--- src/rtl/kw_ram_pkg.sv ---
// Shared types and parameter limits for the kw_ram flip-flop RAM family.
package kw_ram_pkg;

    typedef enum logic {
        INIT  = 1'b0,
        READY = 1'b1
    } init_state_e;

    localparam int MAX_DATA_WIDTH = 256;
    localparam int MAX_DEPTH      = 256;
    localparam int MAX_NUM_RD     = 4;

endpackage

--- src/rtl/kw_ram_init_seq.sv ---
// Post-reset array clear sequencer: walks word 0..DEPTH-1 writing zero, then idles in READY.
module kw_ram_init_seq
    import kw_ram_pkg::*;
#(
    parameter int DEPTH      = 64,
    parameter int ADDR_WIDTH = $clog2(DEPTH)
) (
    input  logic                  i_clk,
    input  logic                  i_rst,
    output logic                  o_init_busy,
    output logic                  o_init_we,
    output logic [ADDR_WIDTH-1:0] o_init_addr,
    output init_state_e           o_state
);

    localparam logic [ADDR_WIDTH-1:0] LAST_ADDR = ADDR_WIDTH'(DEPTH - 1);

    init_state_e           r_state;
    init_state_e           w_state_nxt;
    logic [ADDR_WIDTH-1:0] r_cnt;
    logic [ADDR_WIDTH-1:0] w_cnt_nxt;

    always_ff @(posedge i_clk or posedge i_rst) begin
        if (i_rst) begin
            r_state <= INIT;
            r_cnt   <= '0;
        end else begin
            r_state <= w_state_nxt;
            r_cnt   <= w_cnt_nxt;
        end
    end

    always_comb begin
        w_state_nxt = r_state;
        w_cnt_nxt   = r_cnt;
        case (r_state)
            INIT: begin
                if (r_cnt == LAST_ADDR) begin
                    w_state_nxt = READY;
                end else begin
                    w_cnt_nxt = r_cnt + 1'b1;
                end
            end
            READY:   w_state_nxt = READY;
            default: w_state_nxt = INIT;
        endcase
    end

    assign o_init_busy = (r_state == INIT);
    assign o_init_we   = (r_state == INIT);
    assign o_init_addr = r_cnt;
    assign o_state     = r_state;

endmodule

--- src/rtl/kw_ram_nr1w_dff.sv ---
// Flip-flop RAM, one byte-masked write port, NUM_RD read ports (async or registered).
// Optional per-byte even parity with rd_perr output when KW_RAM_PARITY_EN is defined.
module kw_ram_nr1w_dff
    import kw_ram_pkg::*;
#(
    parameter int  DATA_WIDTH = 32,
    parameter int  BYTE_WIDTH = 8,
    parameter int  DEPTH      = 64,
    parameter int  NUM_RD     = 2,
    parameter int  RD_LATENCY = 0,
    parameter int  ADDR_WIDTH = $clog2(DEPTH),
    localparam int NUM_BYTES  = DATA_WIDTH / BYTE_WIDTH
) (
    input  logic                                 clock,
    input  logic                                 reset,
    output logic                                 init_busy,
    input  logic                                 wr_en,
    input  logic [ADDR_WIDTH-1:0]                wr_addr,
    input  logic [NUM_BYTES-1:0]                 wr_mask,
    input  logic [DATA_WIDTH-1:0]                wr_data,
    input  logic [NUM_RD-1:0]                    rd_en,
    input  logic [NUM_RD-1:0][ADDR_WIDTH-1:0]    rd_addr,
    output logic [NUM_RD-1:0][DATA_WIDTH-1:0]    rd_data,
    output logic [NUM_RD-1:0]                    rd_valid
`ifdef KW_RAM_PARITY_EN
    ,
    output logic [NUM_RD-1:0][NUM_BYTES-1:0]     rd_perr
`endif
);

    if (DATA_WIDTH < 1 || DATA_WIDTH > MAX_DATA_WIDTH || (DATA_WIDTH % BYTE_WIDTH) != 0) begin : g_bad_dw
        $fatal(1, "kw_ram_nr1w_dff: DATA_WIDTH out of range or not a multiple of BYTE_WIDTH");
    end
    if (DEPTH < 2 || DEPTH > MAX_DEPTH) begin : g_bad_depth
        $fatal(1, "kw_ram_nr1w_dff: DEPTH out of range");
    end
    if (NUM_RD < 1 || NUM_RD > MAX_NUM_RD) begin : g_bad_nrd
        $fatal(1, "kw_ram_nr1w_dff: NUM_RD out of range");
    end
    if (RD_LATENCY != 0 && RD_LATENCY != 1) begin : g_bad_lat
        $fatal(1, "kw_ram_nr1w_dff: RD_LATENCY must be 0 or 1");
    end

    typedef logic [NUM_BYTES-1:0][BYTE_WIDTH-1:0] word_t;

    // One extra bit so DEPTH itself is representable for the range compare.
    localparam logic [ADDR_WIDTH:0] DEPTH_L = (ADDR_WIDTH + 1)'(DEPTH);

    word_t                 r_mem [DEPTH];
`ifdef KW_RAM_PARITY_EN
    logic [NUM_BYTES-1:0]  r_par [DEPTH];
`endif

    logic                  w_init_busy;
    logic                  w_init_we;
    logic [ADDR_WIDTH-1:0] w_init_addr;
    init_state_e           w_init_state;
    logic                  w_usr_we;
    word_t                 w_wr_word;

    kw_ram_init_seq #(
        .DEPTH      (DEPTH),
        .ADDR_WIDTH (ADDR_WIDTH)
    ) u_init_seq (
        .i_clk       (clock),
        .i_rst       (reset),
        .o_init_busy (w_init_busy),
        .o_init_we   (w_init_we),
        .o_init_addr (w_init_addr),
        .o_state     (w_init_state)
    );

    assign init_busy = w_init_busy;
    assign w_wr_word = wr_data;
    // The user port owns the array only once the clear sequence has finished.
    assign w_usr_we  = wr_en & (w_init_state == READY) & ({1'b0, wr_addr} < DEPTH_L);

    always_ff @(posedge clock) begin
        if (w_init_we) begin
            r_mem[w_init_addr] <= '0;
`ifdef KW_RAM_PARITY_EN
            r_par[w_init_addr] <= '0;
`endif
        end else if (w_usr_we) begin
            for (int b = 0; b < NUM_BYTES; b++) begin
                if (wr_mask[b]) begin
                    r_mem[wr_addr][b] <= w_wr_word[b];
`ifdef KW_RAM_PARITY_EN
                    r_par[wr_addr][b] <= ^w_wr_word[b];
`endif
                end
            end
        end
    end

    for (genvar p = 0; p < NUM_RD; p++) begin : g_rd
        logic  w_hit;
        logic  w_valid;
        word_t w_word;

        assign w_hit   = ({1'b0, rd_addr[p]} < DEPTH_L);
        assign w_word  = w_hit ? r_mem[rd_addr[p]] : '0;
        assign w_valid = rd_en[p] & ~w_init_busy;

`ifdef KW_RAM_PARITY_EN
        logic [NUM_BYTES-1:0] w_perr;
        always_comb begin
            w_perr = '0;
            if (w_hit) begin
                for (int b = 0; b < NUM_BYTES; b++) begin
                    w_perr[b] = r_par[rd_addr[p]][b] ^ (^r_mem[rd_addr[p]][b]);
                end
            end
        end
`endif

        if (RD_LATENCY == 0) begin : g_async
            assign rd_data[p]  = w_word;
            assign rd_valid[p] = w_valid;
`ifdef KW_RAM_PARITY_EN
            assign rd_perr[p]  = w_perr;
`endif
        end else begin : g_reg
            word_t r_data;
            logic  r_valid;
`ifdef KW_RAM_PARITY_EN
            logic [NUM_BYTES-1:0] r_perr;
`endif
            always_ff @(posedge clock or posedge reset) begin
                if (reset) begin
                    r_data  <= '0;
                    r_valid <= 1'b0;
`ifdef KW_RAM_PARITY_EN
                    r_perr  <= '0;
`endif
                end else begin
                    r_valid <= w_valid;
                    if (rd_en[p]) begin
                        r_data <= w_word;
`ifdef KW_RAM_PARITY_EN
                        r_perr <= w_perr;
`endif
                    end
                end
            end
            assign rd_data[p]  = r_data;
            assign rd_valid[p] = r_valid;
`ifdef KW_RAM_PARITY_EN
            assign rd_perr[p]  = r_perr;
`endif
        end
    end

endmodule

--- config.mk ---
export PLATFORM = sky130hd
export DESIGN_NAME = kw_ram_nr1w_dff
export DESIGN_NICKNAME = d
export VERILOG_FILES = /design/src/rtl/kw_ram_pkg.sv /design/src/rtl/kw_ram_init_seq.sv /design/src/rtl/kw_ram_nr1w_dff.sv
export SDC_FILE = /design/constraint.sdc
export NUM_CORES = 2
export LEC_CHECK = 0
export CORE_MARGIN = 10
export CORE_UTILIZATION = 57
export CTS_CLUSTER_DIAMETER = 30
export DETAILED_ROUTE_END_ITERATION = 8
export PLACE_DENSITY = 0.74
export SLEW_MARGIN = 20
export SYNTH_ARGS = -nofsm -noshare
export SYNTH_HDL_FRONTEND = slang
export SYNTH_SLANG_ARGS = --single-unit
--- constraint.sdc ---
create_clock -name clock -period 2.8 [get_ports clock]
set_input_delay 0.42 -clock clock [delete_from_list [all_inputs] [get_ports clock]]
set_output_delay 0.42 -clock clock [all_outputs]
set_load 0.1 [all_outputs]
Yosys cells after proc, flatten, opt, wreduce, memory -nomap -nowiden:

Memory sizes are Yosys's and may differ from the RTL's.
Index checks and enable logic that the tools add are counted.

* add/sub/neg operators: 1
* bitwise operators: 5
* multiplexer cells: 22
* equal/unequal tests: 1
* reductions and logical operators: 2

Operators with widths (count)
* $mux W32: 1
* $reduce_or A32 Y1: 1
* $mux W1: 18
* $add A6 B1 Y6 const B: 1
* $eq A6 B6 Y1 const B: 1
* $mux W6: 1
* $mux W4: 1
* $and A1 B1 Y1: 3
* $not A1 Y1: 2
* $pmux W1 S2: 1
* $reduce_and A2 Y1: 1

* RAM bits: 2048
* word-level logic and storage cells: 34
* output and inout port bits: 67
* register bits: 7
* memories kept: 1
* input port bits: 59

Memory list
* r_mem: depth 64, bits a word 32, read ports 2, clocked after memory_dff 0, wr ports 1, line kw_ram_nr1w_dff.sv:49 `word_t r_mem [DEPTH];`

Logic depth before layout (Yosys ltp):

* word-level depth: 6
* mapped depth: 10

Modules after synthesis:

From an unflattened synthesis, not the netlist that was laid out.

* cells, all modules: 4995
* area, all modules: 96647.7 µm²

By module, submodules not included
* kw_ram_nr1w_dff: seq. area each 61499.0 µm², area an instance 96284.8 µm², cells an instance 4963, instances 1
* kw_ram_init_seq: seq. area each 175.2 µm², area an instance 362.8 µm², cells an instance 32, instances 1

Worst setup path before layout:

OpenSTA, ideal clock, no wires.

* path type: input port to output port
* start point: input port rd_addr[9] (netlist name)
* end point: output port rd_data[43] (netlist name)
* setup slack: -916 ps
* data required time: 2380 ps
* path buffers: 3
* stages: 5
* data arrival time: 3296 ps
* cells stage by stage: buf_4 clkbuf_1 clkbuf_1 mux4_2 mux2i_1

RTL lines
* start: declaration: line kw_ram_nr1w_dff.sv:22 `input logic [NUM_RD-1:0][ADDR_WIDTH-1:0] rd_addr,`
* end: declaration: line kw_ram_nr1w_dff.sv:23 `output logic [NUM_RD-1:0][DATA_WIDTH-1:0] rd_data,`

==> summary.md <==
| Metric | Value |
|---|---|
| Slew Viols, Final | `0` |
| Final worst-path cycle share | `131%` |
| Slew headroom | `24.2%` |
| Flip-flop and latch area | `61700 µm²` |
| Row Count | `between 150 and 200` |
| RSZ-0062 raised after global routing | `true` |
| Worst-Margin Slew | `approximately 1.1 ns` |
| Worst-Skew Late Latency | `approximately 0.97 ns` |
| Final WL | `roughly 330000 µm` |
| Largest area contributor in the netlist | `edfxtp_1` |
| Critical path required time | `2.38 ns` |
| Critical path origin | `r_mem[39][3]` |
| Post-route DRC | `0` |
| Fillers | `8713` |
| Placement-stage cell area | `around 110000 µm²` |
| Worst path arrival time | `roughly 3.2 ns` |
| Critical Path Slowest Stage Cell | `mux4_2` |
| Post-DRT Antenna Nets | `0` |
| CP Launch Type | `flop` |
| Worst vdd ir | `0.726 mV` |
| DR vias | `around 63k` |
| IO buf count | `approximately 130` |
| Crit path max fanout | `2` |
| Detailed placement HPWL | `222000 µm` |
| Reg power frac | `38.5%` |
| Total Routing Usage GR | `35.5%` |
| Critical Path End Type | `primary output` |
| Mapped Area | `96700 µm²` |
| Hold Buf Count CTS | `0` |
| Most frequent cell after synthesis | `edfxtp_1` |
| Initial antenna violation count | `2` |
| Share of cells above drive strength 1 | `50.8%` |
| Combinational Power Share | `6.3%` |
| CP endpoint | `rd_data[3]` |
| Final setup viols | `64` |
| Core box area | `169000 µm²` |
| Vias in the first global route | `64.8k` |
| R2R setup slack | `around 0.02 ns` |
| Largest net degree at the start of global routing | `65` |
| Syn Area/Cell | `about 20 µm²` |
| Nets@finish | `6150` |
| DRT iter0 DRCs | `about 11k` |
| Syn Inst Count | `4853` |
| Worst Clk Skew | `0.0555 ns` |
| Clock sinks | `2055` |
| Post-route minimum period | `around 3.7 ns` |
| Failing checks | `setup timing` |
| First-pass GRT wire length | `around 470000 µm` |
| DP Worst Slack | `-0.743 ns` |
| Die Ht | `432 µm` |
| Register area share after synthesis | `63.8%` |
| Die area | `approximately 190000 µm²` |
| Switch Pwr | `between 15 and 20 mW` |
| Drt wl/cell | `38.6 µm` |
| CTS tree | `yes` |
| Htree depth | `5` |
| Internal power | `66.9 mW` |
| Post-Syn Nets | `4913` |
| Worst r2r src | `u_init_seq.o_state` |
| Final core occ | `74.7%` |
| Max Buffers Root-to-Sink | `4` |
| Yosys warning total | `0` |
| Sum Neg Setup Slack | `-36.30 ns` |
| FF-to-FF path depth | `8` |
| Post-route cell area | `126000 µm²` |
| Synth top area share | `63.6%` |
| Max Cap Violations | `0` |
| Final worst setup slack | `-0.865 ns` |
| Grt total ovfl | `0` |
| Delay of the slowest critical-path stage | `0.56 ns` |
| Num CTS Buffers | `404` |
| Async SR Flop Fraction | `0.341%` |
| Part of the power in the clock network | `55.2%` |
| Sw frac | `22.8%` |
| Area of the multi-input gates | `34700 µm²` |
| Starting Density | `57.2%` |
| CP Class | `flop to primary output` |
| Static leakage | `approximately 38 nW` |
| CTS root buf | `clkbuf_16` |
| P&R area growth vs syn | `30.6%` |
| Post-synth top cells | `edfxtp_1 (2048), mux4_2 (1061), mux2i_1 (280), nor2_1 (207), clkbuf_1 (153)` |
| Final Hold Fails | `0` |
| Ports | `126` |
| PwrDens | `686 nW/µm²` |
| Min-delay worst type | `input port to async pin` |
| Synth Register Bits | `2055` |
| RR Endpoint | `r_mem[63][8]` |
| Status | `complete, but fails checks` |
| Placer Congestion | `0.984` |
| Netlist cell types | `55` |
| Cells taking the most area after synthesis | `edfxtp_1 (64%), mux4_2 (25%), mux2i_1 (2.9%), a22oi_1 (0.87%), nor2_1 (0.80%)` |
| Worst-path clk slew | `roughly 0.05 ns` |
| Via-per-instance ratio | `7.32` |
| Die width | `432 µm` |
| Primary FF master, synth | `edfxtp_1` |
| Iteration count of the initial detailed-routing pass | `7` |
| EDFF count, synth | `approximately 2.0k` |
| Peak Freq | `273 MHz` |
| Crit path cell chain | `mux4_2 -> mux4_2 -> a22oi_2 -> buf_4 -> nand3_4 -> buf_12` |
| Cell mode on critical path | `mux4_2` |
## stage by stage
| step | hold slack, ns | total power, mW | instances |
|---|---|---|---|
| 6_report | 0.0274 | 86.6 | 8632 |
| 3_5_place_dp | 0.571 | 39.1 | 7876 |
| 2_1_floorplan | 0.223 | 36.7 | 4853 |
| 4_1_cts | 0.00137 | 86.6 | 8619 |
| 5_1_grt | 0.0000633 | 88.3 | 8629 |
| 3_3_place_gp | 0.566 | 39.1 | 7875 |
## worst max-delay path, delay by kind of cell (launching register included)
kind                   cells  cell delay [ns]
muxes                      2             1.05
DFF                        1             0.41
buffers and inverters      2             0.40
AOI/OAI and AO/OA          1             0.19
and+or+nand+nor            1             0.19
## timing repair
action,4_1_cts,5_1_grt
endpoints found under the hold margin,0,0
setup endpoints to repair,64,106
pin swaps,74,30
resized for setup,196,54
buffers inserted,27,14
## placed cells by master (no fill, tap or decap), drive strengths merged, types with 18 or more instances in the layout
cell type      count
or2               18
mux2i            280
nand3             44
bufinv            46
clkbuf           443
nor3             106
buf             1208
nand2             95
edfxtp          2048
o21ai             26
nor2             208
a22oi            112
mux4            1061
o22ai             45
o221ai            36
inv               66
clkinv           144
clkinvlp          37
a21oi             49
a221oi            23
clkdlybuf4s50     48
mux2              22
o211ai            21
and2              50
nor2b             28
## cells by family after synthesis
| family | Yosys count | share of synthesized area (%) |
|---|---|---|
| AOI/OAI and AO/OA | 405 | 3.05 |
| xor gates and xnor gates | 5 | 0.0453 |
| adders and majority gates | 1 | 0.0129 |
| buffers and inverters | 434 | 2.37 |
| DFF | 2055 | 63.8 |
| muxes | 1363 | 27.9 |
| and+or+nand+nor | 590 | 2.89 |
## how the worst min path moves through the flow
stage / cells past startpoint / slack (ns) / to / start
5_1_grt: 2 / 0.00006 / u_init_seq.o_init_addr[0] / reset
2_1_floorplan: 1 / 0.22 / u_init_seq.o_init_addr[0] / reset
3_3_place_gp: 1 / 0.57 / u_init_seq.o_init_addr[5] / u_init_seq.o_init_addr[5]
4_1_cts: 2 / 0.001 / u_init_seq.o_init_addr[0] / reset
3_5_place_dp: 1 / 0.57 / u_init_seq.o_init_addr[5] / u_init_seq.o_init_addr[5]
6_report: 2 / 0.03 / u_init_seq.o_init_addr[5] / reset
## power by group through the flow
stage / clock (mW) / combinational, mW / sequential (mW)
after floorplan: 0 / 2.77 / 34.0
after global placement: 0 / 5.16 / 34.0
after detailed placement: 0 / 5.20 / 34.0
after CTS: 47.9 / 5.32 / 33.4
after global routing: 49.5 / 5.52 / 33.3
final: 47.8 / 5.44 / 33.4
## area by class of cell
class	instances	share of cell area, %
tap	2218	2.20
antenna	3	0.00594
timing repair buffer	1257	10.8
clock inverter	285	2.39
multi-input combinational	2364	27.5
clock buffer	442	8.27
inverter	8	0.0238
sequential	2055	48.8
## state kept, by name, summed over array words and instances, names as in the netlist
signal and flops:
u_init_seq.o_init_addr 6, r_mem 2048, u_init_seq.o_state 1
## layer usage
metal / vias to the layer above / part of all wire [%] / GRT usage [%]
met1: 32600 / 32 / 44.1
met4: 0 / 7.2 / 22.7
met5: - / 0 / 0
met2: 5787 / 47 / 54.8
met3: 1120 / 13 / 10.6
li1: 23700 / - / -
Note: power is estimated with default switching activity, not from simulation.
